## src/rtl/mips_enc_pkg.sv

```systemverilog
// Shared types and opcode constants for the MIPS instruction encoder.
// Optional immediate range checking: MIPS_ENCODE_RANGE_CHECK_EN.
package mips_enc_pkg;

   typedef enum logic [4:0] {
      ENC_ADD, ENC_SUB, ENC_AND, ENC_OR,
      ENC_NOR, ENC_XOR, ENC_SLT, ENC_ADDM,
      ENC_JR, ENC_ADDI, ENC_ANDI, ENC_ORI,
      ENC_XORI, ENC_LW, ENC_LBU, ENC_SW,
      ENC_SB, ENC_BEQ, ENC_BNE, ENC_LUI,
      ENC_J, ENC_LI
   } enc_op_t;

   typedef enum logic [1:0] {
      S_EMPTY, S_ONE, S_PAIR
   } state_t;

   localparam logic [5:0] OP_OTHER0 = 6'h00;
   localparam logic [5:0] OP_J      = 6'h02;
   localparam logic [5:0] OP_BEQ    = 6'h04;
   localparam logic [5:0] OP_BNE    = 6'h05;
   localparam logic [5:0] OP_ADDI   = 6'h08;
   localparam logic [5:0] OP_ANDI   = 6'h0c;
   localparam logic [5:0] OP_ORI    = 6'h0d;
   localparam logic [5:0] OP_XORI   = 6'h0e;
   localparam logic [5:0] OP_LUI    = 6'h0f;
   localparam logic [5:0] OP_LW     = 6'h23;
   localparam logic [5:0] OP_LBU    = 6'h24;
   localparam logic [5:0] OP_SB     = 6'h28;
   localparam logic [5:0] OP_SW     = 6'h2b;

   localparam logic [5:0] OP0_JR    = 6'h08;
   localparam logic [5:0] OP0_ADD   = 6'h20;
   localparam logic [5:0] OP0_SUB   = 6'h22;
   localparam logic [5:0] OP0_AND   = 6'h24;
   localparam logic [5:0] OP0_OR    = 6'h25;
   localparam logic [5:0] OP0_XOR   = 6'h26;
   localparam logic [5:0] OP0_NOR   = 6'h27;
   localparam logic [5:0] OP0_SLT   = 6'h2a;
   localparam logic [5:0] OP0_ADDM  = 6'h2c;

   function automatic logic [31:0] rtype(
      input logic [4:0] rs,
      input logic [4:0] rt,
      input logic [4:0] rd,
      input logic [5:0] funct
   );
      return {OP_OTHER0, rs, rt, rd, 5'b0, funct};
   endfunction

   function automatic logic [31:0] itype(
      input logic [5:0]  op,
      input logic [4:0]  rs,
      input logic [4:0]  rt,
      input logic [15:0] imm
   );
      return {op, rs, rt, imm};
   endfunction

endpackage

```

## src/rtl/mips_enc_word.sv

```systemverilog
// Combinational word builder: one symbolic request to one or two words.
// Range errors are flagged only when MIPS_ENCODE_RANGE_CHECK_EN is defined.
module mips_enc_word
   import mips_enc_pkg::*;
(
   input  logic [4:0]  op,
   input  logic [4:0]  rs,
   input  logic [4:0]  rt,
   input  logic [4:0]  rd,
   input  logic [31:0] imm,
   output logic [31:0] word0,
   output logic [31:0] word1,
   output logic        two_words,
   output logic        bad
);

   logic sx_bad;
   logic zx_bad;
   logic j_bad;

`ifdef MIPS_ENCODE_RANGE_CHECK_EN
   assign sx_bad = ~((&imm[31:15]) | ~(|imm[31:15]));
   assign zx_bad = |imm[31:16];
   assign j_bad  = (|imm[1:0]) | (|imm[31:28]);
`else
   assign sx_bad = 1'b0;
   assign zx_bad = 1'b0;
   assign j_bad  = 1'b0;
`endif

   always_comb begin
      word0     = '0;
      word1     = '0;
      two_words = 1'b0;
      bad       = 1'b0;
      unique case (enc_op_t'(op))
         ENC_ADD:  word0 = rtype(rs, rt, rd, OP0_ADD);
         ENC_SUB:  word0 = rtype(rs, rt, rd, OP0_SUB);
         ENC_AND:  word0 = rtype(rs, rt, rd, OP0_AND);
         ENC_OR:   word0 = rtype(rs, rt, rd, OP0_OR);
         ENC_NOR:  word0 = rtype(rs, rt, rd, OP0_NOR);
         ENC_XOR:  word0 = rtype(rs, rt, rd, OP0_XOR);
         ENC_SLT:  word0 = rtype(rs, rt, rd, OP0_SLT);
         ENC_ADDM: word0 = rtype(rs, rt, rd, OP0_ADDM);
         ENC_JR:   word0 = {OP_OTHER0, rs, 15'b0, OP0_JR};
         ENC_ADDI: begin
            word0 = itype(OP_ADDI, rs, rt, imm[15:0]);
            bad   = sx_bad;
         end
         ENC_ANDI: begin
            word0 = itype(OP_ANDI, rs, rt, imm[15:0]);
            bad   = zx_bad;
         end
         ENC_ORI: begin
            word0 = itype(OP_ORI, rs, rt, imm[15:0]);
            bad   = zx_bad;
         end
         ENC_XORI: begin
            word0 = itype(OP_XORI, rs, rt, imm[15:0]);
            bad   = zx_bad;
         end
         ENC_LW: begin
            word0 = itype(OP_LW, rs, rt, imm[15:0]);
            bad   = sx_bad;
         end
         ENC_LBU: begin
            word0 = itype(OP_LBU, rs, rt, imm[15:0]);
            bad   = sx_bad;
         end
         ENC_SW: begin
            word0 = itype(OP_SW, rs, rt, imm[15:0]);
            bad   = sx_bad;
         end
         ENC_SB: begin
            word0 = itype(OP_SB, rs, rt, imm[15:0]);
            bad   = sx_bad;
         end
         ENC_BEQ: begin
            word0 = itype(OP_BEQ, rs, rt, imm[15:0]);
            bad   = sx_bad;
         end
         ENC_BNE: begin
            word0 = itype(OP_BNE, rs, rt, imm[15:0]);
            bad   = sx_bad;
         end
         ENC_LUI: begin
            word0 = itype(OP_LUI, 5'd0, rt, imm[15:0]);
            bad   = zx_bad;
         end
         ENC_J: begin
            word0 = {OP_J, imm[27:2]};
            bad   = j_bad;
         end
         ENC_LI: begin
            // Small constants need only the ORI from $0.
            if (imm[31:16] == 16'd0) begin
               word0 = itype(OP_ORI, 5'd0, rt, imm[15:0]);
            end else begin
               word0     = itype(OP_LUI, 5'd0, rt, imm[31:16]);
               word1     = itype(OP_ORI, rt, rt, imm[15:0]);
               two_words = 1'b1;
            end
         end
         default: bad = 1'b1;
      endcase
   end

endmodule

```

## src/rtl/mips_encode.sv

```systemverilog
// Instruction encoder top: request stream in, machine-word stream out.
// Optional immediate range checking: MIPS_ENCODE_RANGE_CHECK_EN.
module mips_encode
   import mips_enc_pkg::*;
(
   input  logic        clk,
   input  logic        reset,
   input  logic        req_valid,
   output logic        req_ready,
   input  logic [4:0]  req_op,
   input  logic [4:0]  req_rs,
   input  logic [4:0]  req_rt,
   input  logic [4:0]  req_rd,
   input  logic [31:0] req_imm,
   output logic        inst_valid,
   input  logic        inst_ready,
   output logic [31:0] inst,
   output logic        inst_last,
   output logic        err,
   output logic [15:0] inst_count
);

   state_t      state;
   state_t      state_nx;
   logic [31:0] word0;
   logic [31:0] word1;
   logic        two_words;
   logic        bad;
   logic [31:0] hold;
   logic        acc;
   logic        load_new;
   logic        take_hold;

   mips_enc_word u_word (
      .op        (req_op),
      .rs        (req_rs),
      .rt        (req_rt),
      .rd        (req_rd),
      .imm       (req_imm),
      .word0     (word0),
      .word1     (word1),
      .two_words (two_words),
      .bad       (bad)
   );

   assign inst_valid = (state != S_EMPTY);

   always_ff @(posedge clk or posedge reset) begin
      if (reset) state <= S_EMPTY;
      else       state <= state_nx;
   end

   always_comb begin
      state_nx  = state;
      req_ready = 1'b0;
      load_new  = 1'b0;
      take_hold = 1'b0;
      unique case (state)
         S_EMPTY: req_ready = 1'b1;
         S_ONE:   req_ready = inst_ready;
         S_PAIR:  req_ready = 1'b0;
         default: req_ready = 1'b0;
      endcase
      acc = req_valid & req_ready;
      if (state == S_PAIR) begin
         if (inst_ready) begin
            state_nx  = S_ONE;
            take_hold = 1'b1;
         end
      end else if (acc & ~bad) begin
         state_nx = two_words ? S_PAIR : S_ONE;
         load_new = 1'b1;
      end else if (state == S_ONE && inst_ready) begin
         state_nx = S_EMPTY;
      end
   end

   always_ff @(posedge clk or posedge reset) begin
      if (reset) begin
         inst       <= '0;
         inst_last  <= 1'b0;
         hold       <= '0;
         err        <= 1'b0;
         inst_count <= '0;
      end else begin
         err <= acc & bad;
         if (inst_valid & inst_ready)
            inst_count <= inst_count + 16'd1;
         if (take_hold) begin
            inst      <= hold;
            inst_last <= 1'b1;
         end else if (load_new) begin
            inst      <= word0;
            inst_last <= ~two_words;
            hold      <= word1;
         end
      end
   end

endmodule

```

## config.mk

```make
export PLATFORM = sky130hd
export DESIGN_NAME = mips_encode
export DESIGN_NICKNAME = d
export VERILOG_FILES = /design/src/rtl/mips_enc_pkg.sv /design/src/rtl/mips_enc_word.sv /design/src/rtl/mips_encode.sv
export SDC_FILE = /design/constraint.sdc
export NUM_CORES = 1
export LEC_CHECK = 0
export CORE_ASPECT_RATIO = 0.7
export CORE_MARGIN = 2
export CORE_UTILIZATION = 35
export CTS_BUF_LIST = sky130_fd_sc_hd__clkbuf_4 sky130_fd_sc_hd__clkbuf_8 sky130_fd_sc_hd__clkbuf_16
export CTS_CLUSTER_SIZE = 28
export DETAILED_ROUTE_END_ITERATION = 10
export PLACE_DENSITY = 0.72
export SLEW_MARGIN = 10
export SYNTH_ARGS = -nofsm -noshare
export SYNTH_HDL_FRONTEND = slang
export SYNTH_SLANG_ARGS = --single-unit
export TNS_END_PERCENT = 30
```

## constraint.sdc

```tcl
create_clock -name clk -period 2.78 [get_ports clk]
set_clock_uncertainty 0.05 [all_clocks]
set_input_delay 0.556 -clock clk [delete_from_list [all_inputs] [get_ports clk]]
set_output_delay 0.556 -clock clk [all_outputs]
set_load 0.03 [all_outputs]
```

# Word level (Yosys, flattened, before mapping)

Cells that the tools add are included.

$add $sub $neg: 1
Equality and inequality tests: 24
Muxes and demuxes: 21
Bitwise logic cells: 6
Reductions and logical operators: 10

Operators with widths:

| cell                  | count |
|---|---|
| $pmux 32 s22          | 1 |
| $mux 32               | 3 |
| $eq 5x4->1 const B    | 8 |
| $eq 5x5->1 const B    | 6 |
| $mux 30               | 1 |
| $mux 28               | 1 |
| $reduce_or 22->1      | 1 |
| $eq 5x3->1 const B    | 4 |
| $add 16x1->16 const B | 1 |
| $logic_not 16->1      | 1 |
| $eq 5x2->1 const B    | 2 |
| $mux 2                | 5 |
| $mux 1                | 9 |
| $eq 5x1->1 const B    | 1 |
| $logic_not 5->1       | 1 |
| $and 1x1->1           | 4 |
| $reduce_and 2->1      | 2 |
| $reduce_bool 2->1     | 2 |
| $reduce_bool 3->1     | 1 |
| $eq 2x1->1 const B    | 1 |
| $eq 2x2->1 const B    | 1 |
| $logic_not 2->1       | 1 |
| $ne 2x2->1 const B    | 1 |
| $not 1->1             | 2 |
| 2 further kinds       | 2 |

Flip-flop bits (word level): 84
Output and inout port bits: 52
Word-level logic and storage cells: 68

# Logic depth before layout (Yosys ltp)

Gate-level depths: netlist of run 1.

Depth after elaboration: 8
Gate-level depth with buffers: 8

# Cells and area by module

A second synthesis of run 1 with hierarchy kept.

Cell total of the unflattened synthesis: 543
Area, all modules: 4590.7 um2

Modules (own cells, without submodules):

| module        | instances | cells an instance | area each (um2) | sequential area each (um2) |
|---|---|---|---|---|
| mips_encode   | 1         | 386               | 3539.6          | 2102.0 |
| mips_enc_word | 1         | 157               | 1051.0          | 0.0 |

# Least setup slack after synthesis of run 1

No wires, ideal clock.

Kind: input-to-reg
From: input req_op[4]
To: register inst[11]
Library setup time: 0.129 ns
Arrival time: 1.824 ns
Required time: 2.601 ns
Setup slack: 0.777 ns
Cell stages on the path: 8
Path buffers: 3
Cell sequence: buf_2 and3b_1 and2_1 buf_6 buf_6 a222oi_1 a21boi_1 o21ai_1

Longest elaborated chain between the ends: 6
Elaborated cells between the ends (all ways): 30
Those cells by class: eq/ne (21); mux (5); bitwise (1); reduce/logical (3)

RTL lines:

| what                                     | line                | text |
|---|---|---|
| start, declared                          | mips_encode.sv:10   | `input logic [4:0] req_op,` |
| $eq 5x1->1, or another cell as far along | mips_enc_word.sv:36 | `unique case (enc_op_t'(op))` |
| $reduce_or 22->1 (no source line)        | --                  |  |
| $and 1x1->1                              | mips_encode.sv:70   | `end else if (acc & ~bad) begin` |
| $mux 1                                   | mips_encode.sv:70   |  |
| $mux 1                                   | mips_encode.sv:65   | `if (state == S_PAIR) begin` |
| $reduce_bool 2->1 (no source line)       | --                  |  |
| end signal, assigned                     | mips_encode.sv:90   | `inst <= hold;` |
| end signal, assigned                     | mips_encode.sv:93   | `inst <= word0;` |
| end, declared                            | mips_encode.sv:17   | `output logic [31:0] inst,` |

Parallel ways exist; a longest one is shown, timed or not. The select of a mux whose other input is x is not followed.
A chain may end at the register's enable or synchronous reset.

# Worst setup path after layout of run 1

From: input req_op[1]
To: register inst[1]

The elaborated chain is that of the path after synthesis.

==> metrics.yaml, run 1 <==
status: "finished clean"
grt_pass1_vias: 3617
syn2layout_area_growth_pct: 43.3
synth.area.top_cells: "dfrtp_1, o21ai_0, nand2_1"
dieArea_mm2: 0.0117
ctsHtreeMaxLevel: 3
drt-vias-per-instance: 5.60
drt_iter0_markers: 369
wl_per_cell_um: 18.5
cp-end-kind: "flip-flop"
synth_top_area_share_pct: 48.0
cts_buffers: 9
layoutNonFillerInstCount: 665
synth_nets: 472
crit_chain: "clkdlybuf4s50_1, or3_1, a21oi_1, o21ai_1, buf_4, a221oi_1, o21ai_0"
drv_slew: 0
synth_sequential_area_ratio_pct: 48.0
crit_fanout: 9
cpLargestDelayFamily: "compound AO/OA/AOI/OAI gates"
postRouteWirelength_um: 12300
critical_path_buf_inv_count: 2
mostFrequentLayoutCells: "clkdlybuf4s50_1, dfrtp_1, o21ai_0"
hold_path.class: "reg2reg"
critPathMaxStageDelay_ns: 0.57
multiInputGateArea_mm2: 0.00182
num_vias: 3723
final_nets: 585
p_leak_nw: 2.31
synth_ff_type: "dfrtp_1"
cts_root_buffer: "clkbuf_16"
ff_latch_area_mm2: 0.00183
overflow: 0
asyncSetResetFlopFracSynth_pct: 100
required_ns: 2.92
antenna_found_initial: 0
clkTransAtPathRegs_ns: 0.06
final.min_clock_period_ns: 2.44
setup_viol: 0
initial_utilization_pct: 36.3
path_class: "in2reg"
cap_violations: 0
total_power_w: 0.00452
fp-row-count: 31
crit_path_start_kind: "input pin"
ir_drop_uv: 431
core_area_mm2: 0.0105
syn-instance-count: 415
min_period_over_period_pct: 87.7
gp_congestion: 0.858
first_pass_iters: 5
cts_tree: "done"
drive_above_1_share_pct: 10.3
syn_area_per_cell_um2: 9.16
clock_latency_ns: 0.34
grt_first_pass_wirelength_um: 19500
clock.fmax_mhz: 410
placed_cells: 649
critPathArrivalTime_ns: 2.58
worst_slew_pin_slew_ns: 0.814
grt_usage_pct: 21.5
ant_nets: 0
grt_max_degree: 61
syn-cell-area_mm2: 0.00380
final_common_cell: "clkdlybuf4s50_1"
die_h_um: 91.2
yosys.cell_types.count: 52
synth-edff-count: 0
cts_hold_buf: 0
place_hpwl_um: 8990
yosysTopAreaCell: "dfrtp_1"
n_fill_cell: 974
yosys_warnings: 0
port_buffers: 106
synth-seq-cells: 73
slew_headroom_pct: 45.2
final_hold_viol_count: 0
cts_max_path_buffers: 2
n_antenna_cell: 0
hold_ws_ns: 0.425
clock-sinks: 73
die_w_um: 129
p_per_area_mw_per_mm2: 830
critPathSlowestCell: "clkdlybuf4s50_1"
post_cts.repair.setup_buffers: 0
rsz0062_at_grt: "false"
boundaryPins: 108
drc: 0
tns_ns: 0
ctsResizeCount: 0
registers in the layout, summed over array words and instances, names as in the netlist:
signal      cells
inst           31
hold           22
inst_count     16
state           2
err             1
inst_last       1
per-stage QoR:
step	worst slack [ns]	instance area [um2]	util, %
final	0.342	5450	52.0
after global routing	0.220	5450	52.0
after CTS	0.406	5450	52.0
after detailed placement	0.0511	5150	49.2
after global placement	0.0720	5150	49.2
after floorplan	0.321	3800	-
layer usage:
layer	routed length, um	vias up	GRT usage [%]
met4	83	0	3.99
met3	1050	8	6.48
li1	-	1741	-
met1	5910	1787	31.7
met5	0	-	0
met2	5270	187	31.3
report_power, final:
group	leakage, nW	total (W)	switching, W	internal (W)
combinational	1.20	0.00184	0.00106	0.000788
clock	0.139	0.00117	0.000464	0.000706
sequential	0.971	0.00151	0.000195	0.00131
total	2.31	0.00452	0.00172	0.00280
worst paths after layout:
| kind | startpoint | end | slack (ns) | cells after the start |
|---|---|---|---|---|
| setup / recovery | req_op[1] | inst[1] | 0.34 | 7 |
| hold / removal | inst_count[15] | inst_count[15] | 0.43 | 1 |
| setup reg to reg | state[0] | inst[16] | 1.05 | 7 |
| hold reg to reg | inst_count[15] | inst_count[15] | 0.43 | 1 |
| max in group asynchronous | reset | inst[3] | 1.61 | 3 |
| min in group asynchronous | reset | inst_count[6] | 0.45 | 2 |
cells by family after synthesis:
kind of cell | share of synthesized area, %
AOI/OAI and AO/OA | 24.4
xor gates and xnor gates | 3.69
adders and majority gates | 0.329
buffers and inverters | 4.74
DFF | 48.0
muxes | 0.856
other | 0.0986
and+or+nand+nor | 17.8
Yosys cell counts (2+ instances only):
| cell type | number |
|---|---|
| a211oi_1 | 2 |
| a21boi_0 | 4 |
| a21o_1 | 2 |
| a21oi_1 | 26 |
| a221oi_1 | 3 |
| a222oi_1 | 7 |
| a22o_1 | 6 |
| a22oi_1 | 21 |
| a31o_2 | 2 |
| a31oi_1 | 3 |
| and2_1 | 3 |
| and3_1 | 21 |
| and4_1 | 3 |
| buf_2 | 9 |
| buf_4 | 3 |
| buf_6 | 2 |
| clkbuf_1 | 17 |
| dfrtp_1 | 73 |
| inv_1 | 6 |
| mux2_2 | 2 |
| nand2_1 | 56 |
| nand2b_1 | 5 |
| nand3_1 | 9 |
| nand4_1 | 6 |
| nor2_1 | 15 |
| nor2b_1 | 4 |
| nor3b_1 | 3 |
| nor4_1 | 4 |
| o21a_1 | 2 |
| o21ai_0 | 58 |
| o21ai_1 | 2 |
| or2_2 | 2 |
| xnor2_1 | 10 |
| xor2_1 | 6 |
cell type report:
class	count	area share, %
multi-input cells	304	33.3
clock buffers	10	4.27
clock inverters	6	1.22
inverters	6	0.413
well taps	132	3.03
repair buffers	134	24.2
flip-flops and latches	73	33.5
(Power assumes the default switching activity.)
==> run 2, diff against run 1 <==
- CELL_PAD_IN_SITES_DETAIL_PLACEMENT: not set -> 0
- CELL_PAD_IN_SITES_GLOBAL_PLACEMENT: not set -> 1
- PLACE_DENSITY: 0.72 -> 0.89
- SKIP_LAST_GASP: not set -> 1
==> run 2 against run 1 <==
Non-clock buffer count rose by 9; final cell count increased by 1.4%; die area did not move; first-iteration DRC count increased by 8.9%; fmax down 8.3%; combinational power about the same; sequential power hardly changed; routed wire length grew 5.7%; clock power grew 18%; via count is 3.8% higher; worst hold slack worse by 0.0017 ns; count of clock-buffer cells in the layout up 2; critical endpoint is now inst[9]; largest cell class unchanged; highest routed layer unchanged.
==> metrics.yaml, run 2 (same netlist as run 1, synthesis figures left out) <==
clock.fmax_mhz: 376  # -8.3%
drv_slew: 0  # unchanged
clock-sinks: 73  # unchanged
syn2layout_area_growth_pct: 46.3
n_fill_cell: 970  # -0.41%
dieArea_mm2: 0.0117  # unchanged
multiInputGateArea_mm2: 0.00182  # unchanged
final_common_cell: "clkdlybuf4s50_1"
grt_first_pass_wirelength_um: 20600  # +5.4%
final.min_clock_period_ns: 2.66  # +0.220 ns
critPathSlowestCell: "nor4_1"
antenna_found_initial: 0  # unchanged
drc: 0  # unchanged
boundaryPins: 108  # unchanged
cts_hold_buf: 0  # unchanged
drt-vias-per-instance: 5.73  # +2.4%
first_pass_iters: 8  # +3
critPathMaxStageDelay_ns: 0.52  # -0.05 ns
core_area_mm2: 0.0105  # unchanged
die_w_um: 129  # unchanged
cts_root_buffer: "clkbuf_16"
cp-end-kind: "flip-flop"
status: "finished clean"
grt_usage_pct: 22.6  # +1.1 points
post_cts.repair.setup_buffers: 0  # unchanged
die_h_um: 91.2  # unchanged
min_period_over_period_pct: 95.6  # +7.9 points
crit_fanout: 11  # +2
cap_violations: 0  # unchanged
clock_latency_ns: 0.34  # about the same
dpl-instance-area_mm2: 0.00520  # +1.1%
reg.largest.list: "inst (31), hold (22), inst_count (16)"
postRouteWirelength_um: 13000  # +5.7%
required_ns: 2.98  # +0.06 ns
stdcell_area_mm2: 0.00556  # +2.1%
pre_cts_ws_ns: -0.174  # -0.225 ns
n_antenna_cell: 0  # unchanged
largest_reg_flops: 31  # unchanged
grt_pass1_vias: 3812  # +5.4%
initial_utilization_pct: 36.3  # unchanged
fp-row-count: 31  # unchanged
p_leak_nw: 2.38  # +3.2%
num_vias: 3864  # +3.8%
critPathArrivalTime_ns: 2.86  # +0.28 ns
setup_ws_ns: 0.122  # -0.220 ns
ctsResizeCount: 0  # unchanged
worst_slew_pin_slew_ns: 0.863  # +0.0481 ns
setup_viol: 0  # unchanged
p_per_area_mw_per_mm2: 851  # +2.6%
grt_max_degree: 74  # +21%
port_buffers: 106  # unchanged
cts_tree: "done"
ctsHtreeMaxLevel: 3  # unchanged
regMostFlops: "inst"
mostFrequentLayoutCells: "clkdlybuf4s50_1, dfrtp_1, o21ai_0"
clkTransAtPathRegs_ns: 0.06  # about the same
ant_nets: 0  # unchanged
wl_per_cell_um: 19.3  # +4.3%
crit_path_start_kind: "input pin"
final_util_pct: 53.1  # +1.1 points
drt_iter0_markers: 402  # +8.9%
ff_latch_area_mm2: 0.00183  # unchanged
cts_buffers: 9  # unchanged
critical_path_buf_inv_count: 2  # unchanged
rsz0062_at_grt: "false"
ir_drop_uv: 456  # +5.8%
drive_above_1_share_pct: 11.8  # +1.5 points
crit_chain: "clkdlybuf4s50_1, nor4_1, nand4_1, o21ai_1, buf_4, a21oi_1, o21ai_0"
cpLargestDelayFamily: "simple AND/OR/NAND/NOR gates"
gp_congestion: 0.915  # +6.6%
cts_max_path_buffers: 2  # unchanged
path_class: "in2reg"
overflow: 0  # unchanged
hold_path.class: "reg2reg"
final_hold_viol_count: 0  # unchanged
slew_headroom_pct: 42.0  # -3.2 points
place_hpwl_um: 9390  # +4.4%
final_nets: 594  # +1.5%
## run 2: cell count changes in the layout (fill, tap and decap cells not counted), moves of 2 or more
cell,change
buf_4,+10
clkinvlp_4,-3
bufinv_16,+2
clkbuf_8,+2
## run 2: path summary, 6_finish.rpt
kind,startpoint,to,slack [ns],cells after the start
max in group asynchronous,reset,hold[6],1.81,3
max,req_imm[20],inst[9],0.12,7
min reg2reg,inst_count[15],inst_count[15],0.42,1
min in group asynchronous,reset,inst_count[15],0.58,3
min,inst_count[15],inst_count[15],0.42,1
max reg2reg,state[0],inst[20],0.96,5
## run 2: report_power, final
group | internal (W) | switching (W) | leakage [nW]
combinational | 0.000781 | 0.00107 | 1.24
sequential | 0.00131 | 0.000192 | 0.971
clock | 0.000937 | 0.000447 | 0.176
## run 2: cell type report
cell class              count  share of cell area (%)
inverters                   6                   0.405
repair buffers            143                    24.7
multi-input cells         304                    32.6
clock buffers              12                    4.68
flip-flops and latches     73                    32.8
clock inverters             4                    1.78
well taps                 132                    2.97
## run 2: worst register-to-register path: stages, from the launching register on
cell	delay, ns
dfrtp_1	0.42
nand2b_1	0.16
o2111a_1	0.19
nor2_1	0.63
a22oi_1	0.13
o21ai_0	0.14
## run 2: per-layer routing
layer  part of all wire [%]  global-route usage [%]  vias to the layer above
met3                    9.2                    6.60                       20
met2                     45                    35.2                      194
met5                      0                       0                        -
met4                    1.6                    5.98                        0
li1                       -                       -                     1767
met1                     45                    30.9                     1883
## run 2: through the flow
step                      cells  hold WS, ns  power [W]  setup TNS (ns)
after floorplan             415        0.400    0.00249               0
after global placement      658        0.409    0.00332           -1.16
after detailed placement    658        0.405    0.00336           -1.70
after CTS                   674        0.425    0.00476               0
after global routing        674        0.466    0.00495               0
final                       674        0.424    0.00473               0
